File: src/rtl/mbus_ice_sl_drain.sv
`default_nettype none
// ============================================================================
// Module   : mbus_ice_sl_drain
// Desc     : Arbitrates ICE slave-ring producers and drains one frame at a
//            time from the response ring into a host byte stream.
// Revision : 1.0 - initial release
// ============================================================================
module mbus_ice_sl_drain #(
  parameter int  NUM_REQ = 2,
  parameter int  ADDR_W  = 9,
  parameter int  MAX_LEN = 256,
  localparam int c_src_w = (NUM_REQ > 1) ? $clog2(NUM_REQ) : 1
) (
  input  logic               clk,
  input  logic               reset,
  input  logic [NUM_REQ-1:0] sl_arb_request,
  output logic [NUM_REQ-1:0] sl_arb_grant,
  output logic [ADDR_W-1:0]  sl_addr,
  input  logic [8:0]         sl_data,
  output logic               sl_latch_tail,
  output logic [7:0]         out_data,
  output logic               out_valid,
  input  logic               out_ready,
  output logic               out_last,
  output logic               out_err,
  output logic [c_src_w-1:0] out_src
);

  localparam int c_cnt_w = $clog2(MAX_LEN + 1);

  typedef enum logic [2:0] {
    S_IDLE  = 3'd0,
    S_FETCH = 3'd1,
    S_CAP   = 3'd2,
    S_SEND  = 3'd3,
    S_LATCH = 3'd4
  } state_t;

  state_t              r_state;
  state_t              w_state_nxt;
  logic [NUM_REQ-1:0]  r_grant;
  logic [NUM_REQ-1:0]  w_grant;
  logic [c_src_w-1:0]  r_src;
  logic [c_src_w-1:0]  r_rr_start;
  logic [c_src_w-1:0]  w_win;
  logic [c_src_w-1:0]  w_idx;
  logic [c_src_w-1:0]  w_src_next;
  logic [ADDR_W-1:0]   r_addr;
  logic [7:0]          r_hold;
  logic                r_last;
  logic                r_err;
  logic [c_cnt_w-1:0]  r_cnt;
  logic [c_cnt_w-1:0]  w_cnt_inc;
  logic                w_any;
  logic                w_cnt_max;
  logic                w_fire;
  int                  w_sum;

  // Round-robin search beginning at the requester after the last one served.
  always_comb begin
    w_win   = '0;
    w_any   = 1'b0;
    w_grant = '0;
    w_idx   = '0;
    w_sum   = 0;
    for (int k = 0; k < NUM_REQ; k++) begin
      w_sum = int'(r_rr_start) + k;
      if (w_sum >= NUM_REQ) begin
        w_sum = w_sum - NUM_REQ;
      end
      w_idx = c_src_w'(w_sum);
      if (!w_any && sl_arb_request[w_idx]) begin
        w_any = 1'b1;
        w_win = w_idx;
      end
    end
    w_grant[w_win] = 1'b1;
  end

  assign w_src_next = (int'(r_src) == NUM_REQ - 1) ? '0 : r_src + 1'b1;
  assign w_cnt_inc  = r_cnt + 1'b1;
  assign w_cnt_max  = (w_cnt_inc == c_cnt_w'(MAX_LEN));
  assign w_fire     = (r_state == S_SEND) && out_ready;

  always_ff @(posedge clk or negedge reset) begin
    if (!reset) begin
      r_state <= S_IDLE;
    end else begin
      r_state <= w_state_nxt;
    end
  end

  always_comb begin
    w_state_nxt = r_state;
    case (r_state)
      S_IDLE:  if (w_any) w_state_nxt = S_FETCH;
      S_FETCH: w_state_nxt = S_CAP;
      S_CAP:   w_state_nxt = S_SEND;
      S_SEND:  if (out_ready) w_state_nxt = r_last ? S_LATCH : S_FETCH;
      S_LATCH: w_state_nxt = S_IDLE;
      default: w_state_nxt = S_IDLE;
    endcase
  end

  // The ring pointer is persistent ring state: only reset clears it.
  always_ff @(posedge clk or negedge reset) begin
    if (!reset) begin
      r_grant    <= '0;
      r_src      <= '0;
      r_rr_start <= '0;
      r_addr     <= '0;
      r_hold     <= '0;
      r_last     <= 1'b0;
      r_err      <= 1'b0;
      r_cnt      <= '0;
    end else begin
      case (r_state)
        S_IDLE: begin
          if (w_any) begin
            r_grant <= w_grant;
            r_src   <= w_win;
            r_cnt   <= '0;
          end
        end
        S_CAP: begin
          r_hold <= sl_data[7:0];
          r_cnt  <= w_cnt_inc;
          r_last <= sl_data[8] | w_cnt_max;
          r_err  <= ~sl_data[8] & w_cnt_max;
        end
        S_SEND: begin
          if (w_fire) begin
            r_addr <= r_addr + 1'b1;
          end
        end
        S_LATCH: begin
          r_grant    <= '0;
          r_src      <= '0;
          r_rr_start <= w_src_next;
        end
        default: ;
      endcase
    end
  end

  assign sl_arb_grant  = r_grant;
  assign sl_addr       = r_addr;
  assign sl_latch_tail = (r_state == S_LATCH);
  assign out_valid     = (r_state == S_SEND);
  assign out_data      = r_hold;
  assign out_last      = out_valid & r_last;
  assign out_err       = out_valid & r_err;
  assign out_src       = r_src;

endmodule
`default_nettype wire

File: config.mk
export PLATFORM = sky130hd
export DESIGN_NAME = mbus_ice_sl_drain
export DESIGN_NICKNAME = d
export VERILOG_FILES = /design/src/rtl/mbus_ice_sl_drain.sv
export SDC_FILE = /design/constraint.sdc
export NUM_CORES = 1
export LEC_CHECK = 0
export BUFFER_PORTS_ARGS = -buffer_cell sky130_fd_sc_hd__buf_2
export CELL_PAD_IN_SITES_DETAIL_PLACEMENT = 1
export CELL_PAD_IN_SITES_GLOBAL_PLACEMENT = 2
export CORE_MARGIN = 1
export CORE_UTILIZATION = 36
export CTS_BUF_LIST = sky130_fd_sc_hd__clkbuf_8
export DETAILED_ROUTE_END_ITERATION = 7
export PLACE_DENSITY = 0.89
export SLEW_MARGIN = 5
export SYNTH_ARGS = -nofsm -noshare
export SYNTH_HDL_FRONTEND = slang
export SYNTH_SLANG_ARGS = --single-unit
File: constraint.sdc
create_clock -name clk -period 3.3 [get_ports clk]
set_clock_uncertainty 0.1 [all_clocks]
set_input_delay 0.165 -clock clk [delete_from_list [all_inputs] [get_ports clk]]
set_output_delay 0.165 -clock clk [all_outputs]
set_load 0.03 [all_outputs]
==> results of run 1 <==
[layer usage]
metal	part of all wire (%)	global-route usage, %
met3	4.7	5.339
met4	1.1	5.778
met2	53	32.48
met5	0	0
met1	41	19.79
[repair_timing]
action | CTS | global route
hold endpoints to repair | 43 | 0
hold buffers | 10 | 0
setup buffers | 0 | 0
[cells by family (layout without fill, tap and decap cells)]
kind of cell	after synthesis	in the layout	share of synthesized area [%]
simple gates	85	85	24.57
mux	2	2	1.356
compound gates	29	29	10.32
flops	34	34	51.24
buf+inv	11	58	3.994
xor+xnor	11	11	6.255
fa+ha+maj	3	3	2.261
[synth_stat cells (all sizes together), types with 4 or more instances]
library cell,n
and3,9
xor2,5
xnor2,6
nor2,12
nand2,43
o21ai,16
nand3,8
dfrtp,34
buf,6
a21oi,4
[power by group]
group,internal [mW],switching [mW],total (mW)
combinational,0.267,0.519,0.786
clock,0.165,0.140,0.305
sequential,0.564,0.164,0.728
[state kept, by name (all words and copies together) (netlist names)]
| name | flops |
|---|---|
| out_data | 8 |
| r_cnt | 9 |
| r_err | 1 |
| r_last | 1 |
| r_rr_start | 1 |
| r_state | 3 |
| sl_addr | 9 |
| sl_arb_grant | 2 |
[cell type report]
cell class	instances	area [um2]	area share, %
Timing Repair Buffer	48	292.8	14.28
Sequential cell	34	850.8	41.49
Clock buffer	6	82.58	4.027
Multi-Input combinational cell	130	743.2	36.24
Inverter	2	7.507	0.3661
Clock inverter	2	8.758	0.4271
Tap cell	52	65.06	3.173
[metrics by stage]
step,total power [mW],worst slack [ns],std cells,hold WS [ns]
finish,1.820,1.349,274,0.1276
global route,1.964,1.184,274,0.1193
CTS,1.841,1.315,274,0.1187
detailed placement,1.516,1.348,256,0.1960
global placement,1.456,1.467,256,0.1723
floorplan,1.291,1.504,175,-0.2306
[layout by cell type (no fill, tap or decap)]
| cell | n |
|---|---|
| o311ai_0 | 1 |
| nor4b_1 | 2 |
| mux2_2 | 2 |
| nor3b_2 | 1 |
| buf_4 | 1 |
| buf_2 | 37 |
| dfrtp_1 | 34 |
| a21boi_0 | 1 |
| nor3b_1 | 1 |
| nor3_1 | 2 |
| dlygate4sd3_1 | 10 |
| o21ai_0 | 16 |
| nor2_1 | 12 |
| nand3_1 | 8 |
| nand2_1 | 43 |
| clkinv_2 | 1 |
| and3b_1 | 1 |
| a22o_1 | 1 |
| nand3b_1 | 1 |
| a32oi_1 | 1 |
| nand4_1 | 1 |
| a211oi_1 | 1 |
| and3_1 | 7 |
| a21oi_1 | 4 |
| and2_1 | 3 |
| ha_1 | 3 |
| o211ai_1 | 1 |
| o22ai_1 | 2 |
| xnor2_1 | 6 |
| clkbuf_8 | 6 |
| nand2b_1 | 1 |
| xor2_1 | 4 |
| xor2_2 | 1 |
| inv_1 | 3 |
| and3_4 | 2 |
| o32a_1 | 1 |
[worst paths after layout]
| check | end | slack [ns] | from |
|---|---|---|---|
| worst max register to register | r_err$_DFFE_PN0P_ | 1.35 | r_cnt[0]$_DFFE_PN0P_ |
| worst min-delay path | sl_arb_grant[1]$_DFFE_PN0P_ | 0.13 | sl_arb_request[0] |
| max in group asynchronous | r_cnt[4]$_DFFE_PN0P_ | 2.23 | reset |
| worst min register to register | out_data[3]$_DFFE_PN0P_ | 0.37 | out_data[3]$_DFFE_PN0P_ |
| worst max-delay path | r_err$_DFFE_PN0P_ | 1.35 | r_cnt[0]$_DFFE_PN0P_ |
| min in group asynchronous | sl_addr[8]$_DFFE_PN0P_ | 0.39 | reset |
[worst max-delay path, delay by kind of cell, from the launching register on]
kind	cells	cell delay, ns
and+or+nand+nor	2	0.58
DFF	1	0.45
xor gates and xnor gates	1	0.15
adders and majority gates	1	0.28
AOI/OAI and AO/OA	2	0.31
==> flow_metrics.tcl, run 1 <==
set metrics [dict create \
    outcome "completed" \
    critPathMaxFanout 7 \
    worst_setup_path_end_kind "register" \
    ys_seq_elements 34 \
    antenna_found_initial 0 \
    ys.warnings.count 0 \
    firstDrtPassIters 4 \
    die_w_um 69.91 \
    fmax_mhz 512.6 \
    placed_cell_area_mm2 0.001859 \
    synthArstFlopShare_pct 100.0 \
    path_class "reg -> reg" \
    setup_viol 0 \
    period_share_pct 59.12 \
    first_iter_violations 53 \
    ys_seq_area_share_pct 51.24 \
    grt_pass1_vias 1534 \
    power_per_cell_area_mw_per_mm2 887.3 \
    tightest_slew_ns 0.7480 \
    detail_route.wirelength_um 3927 \
    hp-class "in -> reg" \
    htreeDepth 2 \
    finalSetupTns_ns 0 \
    hold_viol_final 0 \
    drv_cap 0 \
    area_growth_pct 23.51 \
    ys.flop_type "dfrtp_1" \
    clockBufferDepth 2 \
    netlist_instances 175 \
    syn_nets 192 \
    pin_count 38 \
    cts_inserted_buffers 5 \
    viasPerCell 5.230 \
    routedWlPerCell_um 14.33 \
    syn_area_mm2 0.001660 \
    antenna_left 0 \
    fin_nets 238 \
    slowest_stage "dfrtp_1" \
    clk_latency_ns 0.28 \
    maxSlewViolCount 0 \
    gr-usage-all-layers_pct 17.87 \
    dpl.hpwl_um 2789 \
    syn_avg_cell_area_um2 9.488 \
    gr-total-overflow 0 \
    numClockSinks 34 \
    die_area_mm2 0.004887 \
    path_cells "ha_1 -> and3_1 -> xnor2_1 -> nor4b_1 -> o211ai_1 -> o21ai_0" \
    synth.distinct_cells 35 \
    port_buffers 37 \
    grt_pass1_wl_um 6872 \
    relSlewSlack_pct 50.13 \
    period_minus_slack_ns 1.951 \
    final_core_util_pct 46.78 \
    antenna_cells 0 \
    whs_path_depth 3 \
    synth_area_leaders "dfrtp_1 51%, nand2_1 9.7%, o21ai_0 4.8%" \
    design_area_mm2 0.002051 \
    p_leak_nw 1.014 \
    die_y_um 69.91 \
    r2r_cells 6 \
    start_kind "register" \
    drive_gt1_share_pct 22.97 \
    fp-row-count 24 \
    place_congestion 0.8523 \
    cts_tree "built" \
    worst_path_largest_cell_delay_ns 0.45 \
    rsz0062_at_grt "no" \
    synth_edf_count 0 \
    cp.required_ns 3.40 \
    nFillCells 522 \
    peakVddDrop_v 0.0004471 \
    grt_max_degree 35 \
    arrival_ns 2.05 \
    post_cts_resized 0 \
    synth_area_leader_cell "dfrtp_1" \
    routed-via-count 1433 \
    initial_utilization_pct 37.87 \
    root_buffer "clkbuf_8" \
    coreArea_mm2 0.004384 \
    synth_top_cell_area_share_pct 51.24 \
    route.detailed.drc 0 \
    cts.clk_slew.worst_paths_ns 0.06 \
]
(Power assumes the default switching activity.)
==> run 2: changes to the inputs <==
ABC_AREA = 1   (was not set)
CORE_UTILIZATION = 29   (was 36)
PLACE_DENSITY = 0.8   (was 0.89)
clock period = 1.55 ns   (was 3.3 ns; I/O delays follow)
==> flow_metrics.tcl, run 2 <==
set metrics [dict create \
    outcome "finished, violations left" \
    violations "negative setup slack" \
    layout_common_cells "55 x nand2_1, 34 x buf_2, 32 x dfrtp_1" \
    syn_area_mm2 0.001668 \
    numClockSinks 34 \
    place_congestion 0.7602 \
    antenna_left 0 \
    routedWlPerCell_um 13.09 \
    critPathMaxFanout 3 \
    syn_nets 212 \
    pwr-share-clk_pct 16.5 \
    initial_utilization_pct 30.10 \
    cp.required_ns 1.67 \
    detail_route.wirelength_um 4360 \
    first_iter_violations 28 \
    path_class "reg -> reg" \
    htreeDepth 2 \
    die_w_um 77.84 \
    route.detailed.drc 0 \
    p_leak_nw 1.215 \
    gr-total-overflow 0 \
    comb_power_share_pct 51.0 \
    rsz0062_at_grt "yes" \
    start_kind "register" \
    hold_path_end "sl_arb_grant[1]$_DFFE_PN0P_" \
    drive_gt1_share_pct 35.25 \
    synthArstFlopShare_pct 100.0 \
    p_int_mw 2.654 \
    synth_edf_count 0 \
    hold_viol_final 0 \
    antenna_cells 0 \
    ys.flop_type "dfrtp_1" \
    root_buffer "clkbuf_8" \
    ys_seq_elements 34 \
    stdcell_count 333 \
    viasPerCell 4.456 \
    dpl.hpwl_um 2915 \
    maxSlewViolCount 0 \
    rr_startpoint "r_cnt[1]$_DFFE_PN0P_" \
    port_buffers 37 \
    seqPwrFrac_pct 32.5 \
    final_core_util_pct 43.07 \
    grt_max_degree 21 \
    drv_cap 0 \
    cts_inserted_buffers 5 \
    pin_count 38 \
    power_per_cell_area_mw_per_mm2 2050 \
    fmax_mhz 641.8 \
    dp.cells 309 \
    clk_latency_ns 0.30 \
    hold_slack_ns 0.02349 \
    tightest_slew_ns 0.3949 \
    period_share_pct 100.5 \
    worst_setup_path_end_kind "register" \
    gr-usage-all-layers_pct 15.67 \
    synth_area_leaders "dfrtp_1 51%, nand2_1 13%, inv_1 5.2%" \
    synth_area_leader_cell "dfrtp_1" \
    fp-row-count 27 \
    setup_viol 1 \
    hp-class "in -> reg" \
    r2r_cells 8 \
    clockBufferDepth 2 \
    worst_path_largest_cell_delay_ns 0.44 \
    die_area_mm2 0.006058 \
    synth_top_cell_area_share_pct 51.01 \
    p_sw_share_pct 45.76 \
    routed-via-count 1484 \
    r2r_setup_slack_ns -0.008 \
    syn_avg_cell_area_um2 8.553 \
    netlist_instances 195 \
    r2r-end "r_err$_DFFE_PN0P_" \
    grt_pass1_wl_um 7189 \
    whs_path_depth 4 \
    yosysMostFrequentCell "nand2_1" \
    grt_pass1_vias 1539 \
    worstHoldStart "sl_arb_request[1]" \
    relSlewSlack_pct 73.68 \
    p_switching_mw 2.239 \
    die_y_um 77.84 \
    slowest_stage "dfrtp_1" \
    peakVddDrop_v 0.0007705 \
    cts.clk_slew.worst_paths_ns 0.08 \
    finalSetupTns_ns -0.008039 \
    synth_common_cells "58 x nand2_1, 34 x dfrtp_1, 23 x inv_1" \
    final_common_cell "nand2_1" \
    firstDrtPassIters 4 \
    area_growth_pct 43.06 \
    period_minus_slack_ns 1.558 \
    arrival_ns 1.68 \
    fin_nets 277 \
    ys.warnings.count 0 \
    antenna_found_initial 0 \
    fin_ws_ns -0.008039 \
    synth.distinct_cells 31 \
    cts_tree "built" \
    coreArea_mm2 0.005540 \
    ys_seq_area_share_pct 51.01 \
    path_cells "ha_4 -> nor2_1 -> nor2_1 -> nor2_2 -> nand2_2 -> nor2_1 -> nand3_1 -> o21ai_1" \
    cpMostUsedCell "nor2_1" \
    pre_cts_slack_ns -0.02667 \
]
## run 2: per-layer routing
layer	up-vias	wire, um	GRT usage (%)
met5	-	0	0
li1	736	-	-
met2	34	2113	24.78
met3	7	160	4.353
met1	707	1964	19.23
met4	0	123	8.491
## run 2: critical path, delay by kind of cell (launching register included)
family                     cells  cell delay [ns]
and+or+nand+nor                6             0.57
adders and majority gates      1             0.21
AOI/OAI and AO/OA              1             0.16
DFF                            1             0.44
## run 2: worst max path at each step
stage                           start                     end  slack, ns  cells after the start
5_1_grt          r_cnt[0]$_DFFE_PN0P_       r_err$_DFFE_PN0P_      -0.13                      8
3_5_place_dp     r_cnt[0]$_DFFE_PN0P_      r_last$_DFFE_PN0P_      -0.03                      7
4_1_cts          r_cnt[0]$_DFFE_PN0P_      r_last$_DFFE_PN0P_      0.005                      9
2_1_floorplan  r_state[2]$_DFFE_PN0P_  r_state[0]$_DFFE_PN0P_       0.04                      5
6_report         r_cnt[1]$_DFFE_PN0P_       r_err$_DFFE_PN0P_     -0.008                      8
3_3_place_gp     r_cnt[0]$_DFFE_PN0P_      r_last$_DFFE_PN0P_       0.06                      6
## run 2: cells by family after synthesis
group | synth area share [%]
flip-flops | 51.01
buffers and inverters | 6.451
AND/OR/NAND/NOR | 28.43
multiplexers | 0.6751
AO/OA/AOI/OAI | 6.451
adder cells (fa/ha/maj) | 2.251
XOR/XNOR | 4.726
## run 2: stage by stage
stage | power (mW) | area [um2]
2_1_floorplan | 3.011 | 1670
3_5_place_dp | 3.802 | 2013
3_3_place_gp | 3.759 | 2013
5_1_grt | 5.247 | 2386
4_1_cts | 4.715 | 2261
6_report | 4.893 | 2386
## run 2: power groups by stage
stage	Clock (mW)	Combinational [mW]	Sequential, mW
3_3_place_gp	0	2.19	1.56
3_5_place_dp	0	2.23	1.57
6_report	0.807	2.49	1.59
5_1_grt	0.856	2.75	1.64
4_1_cts	0.837	2.32	1.56
2_1_floorplan	0	1.11	1.90
## run 2: area by class of cell
type | instances | area [um2]
fill | 689 | 3154
multi-input combinational | 134 | 805.8
clock buffer | 8 | 110.1
tap | 72 | 90.09
inverter | 24 | 90.09
timing repair buffer | 61 | 436.7
sequential | 34 | 853.3
## run 2: timing repair
| item | 4_1_cts | 5_1_grt |
|---|---|---|
| endpoints found under the hold margin | 46 | 0 |
| setup endpoints to repair | 4 | 9 |
| buffers inserted | 2 | 3 |
| hold buffers | 11 | 0 |
| pin swaps | 2 | 13 |
| gates resized for setup | 7 | 27 |
